--- config.mk ---
export PLATFORM = sky130hd
export DESIGN_NAME = regbank_arbiter
export DESIGN_NICKNAME = d
export VERILOG_FILES = /design/src/rtl/regbank_pkg.sv /design/src/rtl/regbank_arbiter_rr_pick.sv /design/src/rtl/regbank_arbiter.sv
export SDC_FILE = /design/constraint.sdc
export NUM_CORES = 1
export LEC_CHECK = 0
export ABC_AREA = 1
export BUFFER_PORTS_ARGS = -buffer_cell sky130_fd_sc_hd__buf_2
export CAP_MARGIN = 30
export CORE_MARGIN = 10
export CORE_UTILIZATION = 55
export CTS_BUF_LIST = sky130_fd_sc_hd__clkbuf_16
export CTS_CLUSTER_SIZE = 25
export DETAILED_ROUTE_END_ITERATION = 16
export PLACE_DENSITY_LB_ADDON = 0.08
export SLEW_MARGIN = 20
export SYNTH_ARGS = -nofsm -noshare
export SYNTH_HDL_FRONTEND = slang
export SYNTH_SLANG_ARGS = --single-unit
--- constraint.sdc ---
create_clock -name clk -period 3.8 [get_ports clk]
set_input_delay 0.19 -clock clk [delete_from_list [all_inputs] [get_ports clk]]
set_output_delay 0.19 -clock clk [all_outputs]
set_load 0.03 [all_outputs]
--- src/rtl/regbank_pkg.sv ---
// Shared types and defaults for the arbitrated register bank.
package regbank_pkg;

    // Arbiter FSM encoding; the unused code 2'b11 falls back to IDLE.
    typedef enum logic [1:0] {
        ST_IDLE  = 2'b00,
        ST_GRANT = 2'b01,
        ST_DONE  = 2'b10
    } state_e;

    localparam int N_REQ_DEF  = 3;
    localparam int DATA_W_DEF = 8;
    localparam int ADDR_W_DEF = 3;

    // Requester index width; wide enough for the maximum of 8 requesters.
    localparam int ID_W = 3;

endpackage

--- src/rtl/regbank_arbiter_rr_pick.sv ---
// Combinational round-robin picker: first set req bit after ptr, wrapping.
module rr_pick
    import regbank_pkg::*;
#(
    parameter int N_REQ = N_REQ_DEF
) (
    input  logic [N_REQ-1:0] req,
    input  logic [ID_W-1:0]  ptr,
    output logic [N_REQ-1:0] onehot,
    output logic [ID_W-1:0]  idx,
    output logic             valid
);

    int sh;

    // Scan from farthest to nearest so the nearest requester after ptr wins last.
    always_comb begin
        // NOTE: every output gets a default before the loop so no latch is inferred.
        onehot = '0;
        idx    = '0;
        sh     = 0;
        valid  = |req;
        for (int k = N_REQ; k >= 1; k--) begin
            sh = (int'(ptr) + k) % N_REQ;
            if (|(req & (N_REQ'(1) << sh))) begin
                onehot = N_REQ'(1) << sh;
                idx    = ID_W'(sh);
            end
        end
    end

endmodule

--- src/rtl/regbank_arbiter.sv ---
// Register bank shared by N_REQ requesters, one access per IDLE/GRANT/DONE round.
module regbank_arbiter
    import regbank_pkg::*;
#(
    parameter int N_REQ  = N_REQ_DEF,
    parameter int DATA_W = DATA_W_DEF,
    parameter int ADDR_W = ADDR_W_DEF
) (
    input  logic                       clk,
    input  logic                       rstb,
    input  logic [N_REQ-1:0]           req,
    input  logic [N_REQ-1:0]           we,
    input  logic [N_REQ*ADDR_W-1:0]    addr,
    input  logic [N_REQ*DATA_W-1:0]    wdata,
    output logic [N_REQ-1:0]           gnt,
    output logic                       ack,
    output logic [ID_W-1:0]            ack_id,
    output logic [DATA_W-1:0]          rdata,
    output logic                       busy
);

    localparam int DEPTH = 2 ** ADDR_W;

    state_e               state_q, state_d;
    logic [ID_W-1:0]      ptr_q, ptr_d;
    logic [N_REQ-1:0]     gnt_q, gnt_d;
    logic                 ack_q, ack_d;
    logic [ID_W-1:0]      ack_id_q, ack_id_d;
    logic [DATA_W-1:0]    rdata_q, rdata_d;
    logic                 busy_q, busy_d;
    logic [DATA_W-1:0]    bank_q [DEPTH];

    logic                 bank_we;
    logic                 sel_we;
    logic [ADDR_W-1:0]    sel_addr;
    logic [DATA_W-1:0]    sel_wdata;

    logic [N_REQ-1:0]     pick_onehot;
    logic [ID_W-1:0]      pick_idx;
    logic                 pick_valid;

    rr_pick #(.N_REQ(N_REQ)) u_pick (
        .req    (req),
        .ptr    (ptr_q),
        .onehot (pick_onehot),
        .idx    (pick_idx),
        .valid  (pick_valid)
    );

    // Route the granted requester's command fields using the one-hot grant.
    always_comb begin
        sel_we    = 1'b0;
        sel_addr  = '0;
        sel_wdata = '0;
        for (int i = 0; i < N_REQ; i++) begin
            if (gnt_q[i]) begin
                sel_we    = sel_we | we[i];
                sel_addr  = sel_addr | addr[i*ADDR_W +: ADDR_W];
                sel_wdata = sel_wdata | wdata[i*DATA_W +: DATA_W];
            end
        end
    end

    // Next-state and output decode; holds everything unless a state acts on it.
    always_comb begin
        state_d  = state_q;
        ptr_d    = ptr_q;
        gnt_d    = gnt_q;
        ack_d    = 1'b0;
        ack_id_d = ack_id_q;
        rdata_d  = rdata_q;
        busy_d   = busy_q;
        bank_we  = 1'b0;
        case (state_q)
            ST_IDLE: begin
                gnt_d  = '0;
                busy_d = 1'b0;
                if (pick_valid) begin
                    gnt_d   = pick_onehot;
                    ptr_d   = pick_idx;
                    busy_d  = 1'b1;
                    state_d = ST_GRANT;
                end
            end
            ST_GRANT: begin
                gnt_d    = '0;
                ack_d    = 1'b1;
                ack_id_d = ptr_q;
                busy_d   = 1'b1;
                state_d  = ST_DONE;
                if (sel_we) begin
                    bank_we = 1'b1;
                end else begin
                    rdata_d = bank_q[sel_addr];
                end
            end
            ST_DONE: begin
                busy_d  = 1'b0;
                state_d = ST_IDLE;
            end
            default: begin
                gnt_d   = '0;
                busy_d  = 1'b0;
                state_d = ST_IDLE;
            end
        endcase
    end

    // Control and output registers with synchronous active-low reset.
    always_ff @(posedge clk) begin
        // NOTE: sequential state uses non-blocking assignments only.
        if (!rstb) begin
            state_q  <= ST_IDLE;
            ptr_q    <= ID_W'(N_REQ - 1);
            gnt_q    <= '0;
            ack_q    <= 1'b0;
            ack_id_q <= '0;
            rdata_q  <= '0;
            busy_q   <= 1'b0;
        end else begin
            state_q  <= state_d;
            ptr_q    <= ptr_d;
            gnt_q    <= gnt_d;
            ack_q    <= ack_d;
            ack_id_q <= ack_id_d;
            rdata_q  <= rdata_d;
            busy_q   <= busy_d;
        end
    end

    // Bank storage; reset wins over a write landing on the same edge.
    always_ff @(posedge clk) begin
        // NOTE: the bank is flip-flops that must read zero after reset, so every word is cleared.
        if (!rstb) begin
            for (int i = 0; i < DEPTH; i++) begin
                bank_q[i] <= '0;
            end
        end else if (bank_we) begin
            bank_q[sel_addr] <= sel_wdata;
        end
    end

    assign gnt    = gnt_q;
    assign ack    = ack_q;
    assign ack_id = ack_id_q;
    assign rdata  = rdata_q;
    assign busy   = busy_q;

endmodule

==> out/metrics.cfg <==
[placed_design]
port_buffers = 56
dp_hpwl_um = 9940
place_inst = 755
gp_congestion = 0.858
place_ws_ns = 0.331

[status]
status = finished clean

[critical_path]
crit_path_end_kind = flop
setup.worst_path.class = flop to flop
worstPathArrival_ns = 3.72
slowest_stage = dfxtp_1
path_common_cell = nand2_1
crit_fanout = 12
crit_path_max_incr_delay_ns = 0.37
startpoint_type = flop
required_ns = 4.07

[power_and_ir_drop]
share_seq_of_total_power = 0.263
swShare = 0.461
p_int_uw = 2310
p_leak_uw = 0.00256
p_clk_frac = 0.210
finalPower_uw = 4280
power.switching_uw = 1970
vdd.ir_drop.worst_v = 0.000366
powerDensity_nw_per_um2 = 748
pwr-share-comb = 0.527

[synth]
syn_inst = 596
synth.avg_cell_area_sq_um = 8.37
netlist_top_cells_area = edfxtp_1, nand2_1, dfxtp_1
synth_top_area_frac = 0.385
synth_area_sq_um = 4990
ys_seq_area_frac = 0.470
yosysTopAreaCell = edfxtp_1
synth.distinct_cells = 41
ys_seq_elements = 85
synth_warnings = 0
synth_nets = 657

[sta]
tns_ns = 0
period_needed_ns = 3.45
setup_ws_ns = 0.349
slew_headroom = 0.367
tightest_slew_ns = 0.949
fmax_mhz = 290
final.setup_skew_ns = 0.0106
rsz0062_at_grt = false
maxSlewViolCount = 0
timing.final.hold_violations = 0
setup_violations = 0
period_share = 0.908

[floorplanning]
rows = 34
coreArea_sq_um = 8760
fp.dieH_um = 115
dieWidth_um = 115
die-area_sq_um = 13300
start_util = 0.569
ioPinCount = 57

[job]
maxCapViolations = 0

[layout]
area_growth_pct = 14.7
fin_util = 0.653
nNetsFinal = 720
layout.cells.non_filler = 772
n_antenna_cell = 0
drive_above_1_share = 0.190

[drt]
drt_first_iter_violations = 365
antenna_left = 0
viasPerCell = 5.68
routed_wl_um = 13100
dr_total_vias = 4387
drcViolationCount = 0
drt-pass1-iter-count = 5
avgRoutedWirePerCell_um = 17.0

[grt]
grt_util_all_layers = 0.200
grt_pass1_wl_um = 21200
overflow = 0
grt_pass1_vias = 4272
antenna_found_initial = 0
grt_max_degree = 23

[clock_tree]
cts-buffers-inserted = 9
cts_tree = done
htreeDepth = 3
ctsResizeCount = 0
ctsRootBufferMaster = clkbuf_16
ctsHoldBuffers = 0
clk_latency_ns = 0.35
post_cts_buffers = 0
clkTransAtPathRegs_ns = 0.06
cts.sinks = 85
max-clock-path-buffers = 2

[hold_path]
hold_class = input pin to flop

-- power by group through the flow --
stage | clock network (uW) | registers, uW | logic, uW
after detailed placement | 0 | 1140 | 2220
after global routing | 936 | 1140 | 2520
after global placement | 0 | 1140 | 2180
after CTS | 896 | 1130 | 2240
final | 897 | 1130 | 2250
after floorplan | 0 | 1190 | 1580
-- registers in the layout (all words and copies together) (netlist names) --
name     cells
rdata        8
ack          1
ack_id       3
bank_q      64
ptr_q        3
busy         1
gnt          3
state_q      2
-- through the flow --
step | cell area [sq um] | hold slack (ns)
2_1_floorplan | 4990 | 0.328
3_3_place_gp | 5410 | 0.520
3_5_place_dp | 5410 | 0.528
4_1_cts | 5710 | 0.302
5_1_grt | 5720 | 0.311
6_report | 5720 | 0.310
-- cell families (layout without fill, tap and decap cells) --
kind of cell               Yosys count  count (layout)  synth area share
xor gates and xnor gates             2               2           0.00351
buffers and inverters               77             145            0.0594
adders and majority gates           20              20            0.0502
DFF                                 85              85             0.470
AOI/OAI and AO/OA                   93              93             0.123
and+or+nand+nor                    319             319             0.294
-- layer usage --
| layer | GRT usage | vias to the layer above | wire [um] |
|---|---|---|---|
| li1 | - | 2135 | - |
| met1 | 0.276 | 2035 | 5930 |
| met2 | 0.306 | 198 | 5780 |
| met3 | 0.0474 | 19 | 1240 |
| met4 | 0.0561 | 0 | 133 |
| met5 | 0 | - | 0 |
-- final cells by class --
class | count | area (sq um)
inverter | 64 | 240
timing repair buffer | 65 | 348
tap | 108 | 135
fill | 776 | 3040
sequential | 85 | 2340
clock buffer | 9 | 225
clock inverter | 7 | 78.8
multi-input combinational | 434 | 2350
-- layout by cell type (no fill, tap or decap), drive strengths merged, types with 2 or more instances in the layout --
cell type	instances
nand2	150
nor2	115
inv	67
buf	65
edfxtp	64
nand3	32
a21oi	31
o21ai	26
dfxtp	21
ha	20
a22o	17
nand4	11
clkbuf	9
o32ai	6
nor3	4
o211ai	3
nand3b	3
and2	2
xor2	2
a221oi	2
a32o	2
a22oi	2
o21bai	2
clkinv	2
-- worst max-delay path: cells and delay by family, from the launching register on --
family | cells | cell delay [ns]
compound gates | 1 | 0.11
simple gates | 16 | 1.61
fa+ha+maj | 3 | 0.68
flops | 1 | 0.37
buf+inv | 5 | 0.60
-- synth_stat cells (all sizes together) --
master    n
xor2      2
nor3b     1
edfxtp   64
nor2    115
a22o     17
o32ai     6
o21bai    2
nand2   150
ha       20
nor3      4
nand4    11
clkbuf   12
nand3b    3
inv      64
buf       1
a31oi     1
a21oi    31
nand3    32
o211ai    3
a32o      2
a221oi    2
or2       1
o21ai    26
o22ai     1
and2      2
a22oi     2
dfxtp    21
-- worst paths after layout --
kind / from / to / slack [ns] / cells past startpoint
min: rstb / ptr_q[1] / 0.31 / 3
max reg2reg: ptr_q[0] / gnt[1] / 0.35 / 25
min reg2reg: state_q[1] / gnt[1] / 0.54 / 2
max: ptr_q[0] / gnt[1] / 0.35 / 25
(Power assumes the default switching activity.)
